## src/rtl/fifo_wr_arb.sv

```systemverilog
// Round-robin write-port arbiter in front of an async FIFO: grants one requester
// at a time for bursts of up to MAX_BURST words and writes only while the FIFO is not full.
module fifo_wr_arb #(
    parameter int NUM_REQ    = 4,
    parameter int DATA_WIDTH = 8,
    parameter int MAX_BURST  = 4
) (
    input  logic                          wclk,
    input  logic                          wrst,
    input  logic [NUM_REQ-1:0]            req_valid,
    input  logic [NUM_REQ*DATA_WIDTH-1:0] req_data,
    output logic [NUM_REQ-1:0]            req_ack,
    output logic [NUM_REQ-1:0]            gnt,
    input  logic                          wfull,
    output logic                          wen,
    output logic [DATA_WIDTH-1:0]         wdata,
    output logic                          arb_busy
);

    localparam int IDX_W = (NUM_REQ > 1) ? $clog2(NUM_REQ) : 1;
    localparam int CNT_W = $clog2(MAX_BURST + 1);

    typedef enum logic [0:0] {
        ST_IDLE  = 1'b0,
        ST_BURST = 1'b1
    } state_t;

    state_t               state_q, state_d;
    logic [NUM_REQ-1:0]   gnt_q, gnt_d;
    logic [IDX_W-1:0]     last_q, last_d;
    logic [CNT_W-1:0]     burst_cnt_q, burst_cnt_d;
    logic                 busy_q, busy_d;

    logic                 valid_g_s;
    logic                 wen_s;
    logic                 burst_end_s;
    logic                 pick_found_s;
    logic [IDX_W-1:0]     pick_idx_s;
    logic [NUM_REQ-1:0]   pick_oh_s;

    // Rotating search starting after 'from'; 'from' itself is examined last.
    function automatic logic [IDX_W:0] pick_next(input logic [NUM_REQ-1:0] cand,
                                                 input logic [IDX_W-1:0]   from);
        logic             found;
        logic [IDX_W-1:0] idx;
        logic [IDX_W-1:0] jj;
        int               j;
        found = 1'b0;
        idx   = '0;
        for (int k = 1; k <= NUM_REQ; k++) begin
            j = int'(from) + k;
            if (j >= NUM_REQ) begin
                j = j - NUM_REQ;
            end
            jj = IDX_W'(j);
            if (!found && cand[jj]) begin
                found = 1'b1;
                idx   = jj;
            end
        end
        return {found, idx};
    endfunction

    // Write-side datapath: the granted requester (always last_q while bursting) feeds the FIFO.
    always_comb begin
        valid_g_s = req_valid[last_q];
        wen_s     = (state_q == ST_BURST) && valid_g_s && !wfull;
        req_ack   = '0;
        if (wen_s) begin
            req_ack[last_q] = 1'b1;
        end else begin
            req_ack = '0;
        end
        if (gnt_q != '0) begin
            wdata = req_data[int'(last_q)*DATA_WIDTH +: DATA_WIDTH];
        end else begin
            wdata = '0;
        end
        {pick_found_s, pick_idx_s} = pick_next(req_valid, last_q);
        pick_oh_s = NUM_REQ'(1) << pick_idx_s;
    end

    // Next-state logic; a dropped grantee is already absent from req_valid, so re-arbitration excludes it.
    always_comb begin
        state_d     = state_q;
        gnt_d       = gnt_q;
        last_d      = last_q;
        burst_cnt_d = burst_cnt_q;
        burst_end_s = 1'b0;
        case (state_q)
            ST_IDLE: begin
                if (pick_found_s) begin
                    state_d     = ST_BURST;
                    gnt_d       = pick_oh_s;
                    last_d      = pick_idx_s;
                    burst_cnt_d = '0;
                end else begin
                    gnt_d = '0;
                end
            end
            ST_BURST: begin
                burst_end_s = !valid_g_s ||
                              (wen_s && (burst_cnt_q == CNT_W'(MAX_BURST - 1)));
                if (burst_end_s) begin
                    if (pick_found_s) begin
                        gnt_d       = pick_oh_s;
                        last_d      = pick_idx_s;
                        burst_cnt_d = '0;
                    end else begin
                        state_d     = ST_IDLE;
                        gnt_d       = '0;
                        burst_cnt_d = '0;
                    end
                end else if (wen_s) begin
                    burst_cnt_d = burst_cnt_q + CNT_W'(1);
                end else begin
                    burst_cnt_d = burst_cnt_q;
                end
            end
            default: begin
                state_d     = ST_IDLE;
                gnt_d       = '0;
                burst_cnt_d = '0;
            end
        endcase
        busy_d = (state_d == ST_BURST);
    end

    // State registers; reset points last at the top index so requester 0 wins first.
    always_ff @(posedge wclk) begin
        if (wrst) begin
            state_q     <= ST_IDLE;
            gnt_q       <= '0;
            last_q      <= IDX_W'(NUM_REQ - 1);
            burst_cnt_q <= '0;
            busy_q      <= 1'b0;
        end else begin
            state_q     <= state_d;
            gnt_q       <= gnt_d;
            last_q      <= last_d;
            burst_cnt_q <= burst_cnt_d;
            busy_q      <= busy_d;
        end
    end

    assign wen      = wen_s;
    assign gnt      = gnt_q;
    assign arb_busy = busy_q;

endmodule
```

## config.mk

```make
export PLATFORM = sky130hd
export DESIGN_NAME = fifo_wr_arb
export DESIGN_NICKNAME = d
export VERILOG_FILES = /design/src/rtl/fifo_wr_arb.sv
export SDC_FILE = /design/constraint.sdc
export NUM_CORES = 1
export LEC_CHECK = 0
export CAP_MARGIN = 0
export CELL_PAD_IN_SITES_DETAIL_PLACEMENT = 0
export CELL_PAD_IN_SITES_GLOBAL_PLACEMENT = 1
export CORE_ASPECT_RATIO = 1.5
export CORE_UTILIZATION = 30
export DETAILED_ROUTE_END_ITERATION = 16
export GPL_TIMING_DRIVEN = 1
export PLACE_DENSITY = 0.82
export SKIP_CTS_REPAIR_TIMING = 1
export SLEW_MARGIN = 20
export SYNTH_ARGS = -nofsm -noshare
export SYNTH_HDL_FRONTEND = slang
export SYNTH_SLANG_ARGS = --single-unit
```

## constraint.sdc

```tcl
create_clock -name wclk -period 4.7 [get_ports wclk]
set_clock_uncertainty 0.1 [all_clocks]
set_input_delay 0.94 -clock wclk [delete_from_list [all_inputs] [get_ports wclk]]
set_output_delay 0.94 -clock wclk [all_outputs]
set_load 0.02 [all_outputs]
```

Word level (Yosys, flattened, before mapping)
Index checks and enable logic that the tools add are counted.
Widths: inputs -> output; s select.
{ "totals": {"ff_bits": 10} }
{ "op_classes": {"n_addsub": 9, "order_cmp": 10, "eq_ne": 4, "shifts": 2, "mux": 39, "n_bitwise": 1, "reduce_logical": 15} }
{ "ops": {"columns": ["op", "count"], "rows": [
  ["$shiftx 32x6->8", 1],
  ["$mux 2", 10],
  ["$lt 2x3->1 const B", 5],
  ["$mux 1", 12],
  ["$mux 4", 3],
  ["$bmux 1 s2", 5],
  ["$ge 3x3->1 const B", 3],
  ["$mux 3", 3],
  ["$mux 8", 1],
  ["$pmux 4 s2", 1],
  ["$sub 2x1->2 const B", 4],
  ["$logic_and 1x1->1", 7],
  ["$add 2x2->3 const B", 2],
  ["$pmux 3 s2", 1],
  ["$logic_not 1->1", 5],
  ["$add 2x3->4 const B", 1],
  ["$ge 4x3->1 const B", 1],
  ["$pmux 2 s2", 1],
  ["$reduce_bool 4->1", 1],
  ["$shl 1x2->4 const A", 1],
  ["$add 2x1->3 const B", 1],
  ["$add 3x1->3 const B", 1],
  ["$eq 3x2->1 const B", 1],
  ["$ne 3x1->1 const B", 1],
  ["8 further kinds", 8]
]} }

Depth between registers and ports, before layout
{ "depth": {"word_depth": 19, "depth_mapped": 9, "depth_no_buf": 7} }

Worst setup path after synthesis
No wires, ideal clock.
{ "synth_path": {"path_type": "input port to output port", "startpoint": "input req_valid[2]", "endpoint": "output req_ack[0]", "arrival_time_ps": 2047, "required_ps": 3660, "path_slack_ps": 1613, "cell_stages": 4, "n_path_buf": 0, "cell_sequence": "mux4_2 > nand2_1 > nor2_1 > and2_1"} }
{ "synth_via": {"elab_chain_len": 5} }
{ "synth_lines": {"columns": ["element", "line_no", "text"], "rows": [
  ["from (decl)", "10", "input logic [NUM_REQ-1:0] req_valid,"],
  ["$bmux 1 s2", "66", "valid_g_s = req_valid[last_q];"],
  ["$mux 1 (not written as such)", "66", null],
  ["$logic_and 1x1->1 (2 in a row)", "67", "wen_s = (state_q == ST_BURST) && valid_g_s && !wfull;"],
  ["via wen", "15", "output logic wen,"],
  ["$mux 4", "69", "if (wen_s) begin"],
  ["to (decl)", "12", "output logic [NUM_REQ-1:0] req_ack,"]
]} }
The timed path passes the listed nets, and every way through them passes these cells. The select of a mux whose other input is x is not followed.

Final worst setup path
{ "layout_path": {"startpoint": "input req_valid[2]", "endpoint": "output req_ack[1]"} }
{ "layout_via": {"elab_chain_len": 5} }
{ "layout_lines": {"columns": ["element", "line_no"], "rows": [
  ["$bmux 1 s2", "66"],
  ["$mux 1 (not written as such)", "66"],
  ["$logic_and 1x1->1 (2 in a row)", "67"],
  ["$mux 4", "69"]
]} }
No other way between the ends. The select of a mux whose other input is x is not followed.

==> impl_metrics.toml <==
[outcome]
status = "complete, no violations"

[floorplan]
initial_core_util = 0.316
die_area_um2 = 3890
fp.dieH_um = 75.9
fp.dieW_um = 51.2
coreArea_um2 = 3450
ios = 57
rows = 26

[synth]
synthArstFlopShare = 0
syn_nets = 158
synthDistinctLibCells = 35
ys_seq_area_frac = 0.183
synth_ff_type = "dfxtp_1"
synth_edf_count = 0
syn_avg_cell_area_um2 = 9.66
synth_area_um2 = 1090
yosys_warnings = 0
synth-seq-cells = 10
netlist_instances = 113

[timing]
rsz0062_at_grt = "false"
max_freq_mhz = 243
tns_ns = 0
period_needed_ns = 4.12
tightest_slew_ns = 0.437
fin_hold_ws_ns = 0.365
slew_violations = 0
setup_viol = 0
period_share = 0.877
final_hold_viol_count = 0
maxSlewHeadroom = 0.708

[worst_setup_path]
crit_path_top_delay_cell = "clkdlybuf4s50_1"
r2r_end = "burst_cnt_q[1]"
reg2regPathDepth = 7
r2r-start = "last_q[0]"
cp-start-kind = "primary input"
rrSetupSlack_ns = 1.87
worstPathMaxFanout = 9
critical-path-top-delay-family = "buffers and inverters"
worst-path-buf-inv = 2
endpoint_kind = "primary output"
crit_chain = "clkdlybuf4s50_1, mux4_2, nand2_1, nor2_1, and2_1, clkdlybuf4s50_1"
criticalPathCategory = "in2out"
required_ns = 3.66
cpMostUsedCell = "clkdlybuf4s50_1"
critPathArrivalTime_ns = 3.08
max_stage_delay_ns = 0.62

[job]
drv_cap = 0

[cells_and_area]
drive_gt1_frac = 0.176
layout_common_cells = "clkdlybuf4s50_1 (56), mux4_2 (12), nor2b_1 (10), nand2_1 (10), dfxtp_1 (10)"
n_antenna_cell = 0
fillCellCount = 351
layout_commonest_cell = "clkdlybuf4s50_1"
area_growth_pct = 59.3
nets = 217
design_area_um2 = 1740
fin_util = 0.504

[detailed_routing]
initialDrtViolationCount = 16
viasPerCell = 5.32
ant_nets = 0
vias = 1128
totalWireLength_um = 3190
wl_per_cell_um = 15.0
remaining_drc_errors = 0
drtPass1Iterations = 4

[pwr]
ir_worst_vdd_mv = 0.245
power.total_mw = 0.981
power_density_nw_per_um2 = 565
p_leak_nw = 0.656

[placed_design]
placed_area_um2 = 1700
port_buffers = 56
gp_congestion = 0.814
dpl.hpwl_um = 2600

[clocking]
numClockSinks = 10
numCtsBuffers = 3
cts_tree = "yes"
cts_buffer_depth = 2
cts-root-buf = "clkbuf_8"
clk_latency_ns = 0.23
clk_pin_slew_ns = 0.04
htree_levels = 1

[worst_hold_path]
hold_depth = 2
hp-class = "reg2reg"
worstHoldStart = "burst_cnt_q[1]"
min_to = "burst_cnt_q[1]"

[global_route]
antenna_found_initial = 0
grt_util_all_layers = 0.176
gr-total-overflow = 0
grt_pass1_vias = 1075
grt_pass1_wl_um = 5190
grt_start_max_net_pins = 14
## logic make-up after synthesis
logic type | Yosys count | share of synthesized area
muxes | 18 | 0.305
buffers and inverters | 11 | 0.0482
DFF | 10 | 0.183
and+or+nand+nor | 47 | 0.244
AOI/OAI and AO/OA | 21 | 0.150
adders and majority gates | 6 | 0.0688
## synth_stat cells, types with 2 or more instances
library cell | n | area share
nor2b_1 | 10 | 0.057
a31oi_1 | 2 | 0.011
o41ai_1 | 4 | 0.032
mux4_2 | 12 | 0.25
a21oi_1 | 3 | 0.014
a211o_1 | 2 | 0.016
nand2b_1 | 2 | 0.011
inv_1 | 6 | 0.021
nand3_1 | 2 | 0.0092
o21ai_0 | 3 | 0.014
and2_1 | 4 | 0.023
mux2i_1 | 4 | 0.037
mux2_2 | 2 | 0.021
buf_2 | 3 | 0.014
nor2_1 | 9 | 0.031
ha_1 | 6 | 0.069
or4_2 | 3 | 0.024
dfxtp_1 | 10 | 0.18
nand2_1 | 10 | 0.034
## how the worst max path moves through the flow
stage | startpoint | endpoint | slack, ns | cells past startpoint
6_report | req_valid[2] | req_ack[1] | 0.58 | 6
3_3_place_gp | req_valid[3] | req_ack[0] | 0.67 | 6
4_1_cts | req_valid[2] | req_ack[1] | 0.58 | 6
2_1_floorplan | req_valid[2] | req_ack[0] | 1.61 | 4
5_1_grt | req_valid[2] | req_ack[1] | 0.44 | 6
3_5_place_dp | req_valid[2] | req_ack[1] | 0.59 | 6
## cell type report
type	count	area, um2	share of cell area
repair buffers	59	583	0.335
clock buffers	3	41.3	0.0238
well taps	42	52.6	0.0302
inverters	6	22.5	0.0130
multi-input cells	92	838	0.482
flip-flops and latches	10	200	0.115
## worst min-delay path: stages, from the launching register on
cell and delay [ns]:
dfxtp_1 0.31, nand2_1 0.05, a21oi_1 0.05
## flip-flops by register name, indices dropped and copies added, names as in the netlist
name	count
gnt	4
last_q	2
burst_cnt_q	3
arb_busy	1
## power by group
part / internal (mW) / total (mW) / switching (mW)
logic: 0.377 / 0.751 / 0.374
clock network: 0.0558 / 0.0863 / 0.0305
registers: 0.112 / 0.144 / 0.0324
total: 0.545 / 0.981 / 0.437
## through the flow
stage          setup WS, ns  std cells
6_report              0.578        212
5_1_grt               0.437        212
4_1_cts               0.584        212
3_5_place_dp          0.586        209
3_3_place_gp          0.675        209
2_1_floorplan          1.61        113
## routing by layer
layer,global-route usage,part of all wire
met2,0.341,0.56
met5,0,0
met4,0.0360,0.0066
met1,0.207,0.41
met3,0.0180,0.029
Power figures use the tool's default switching activity.
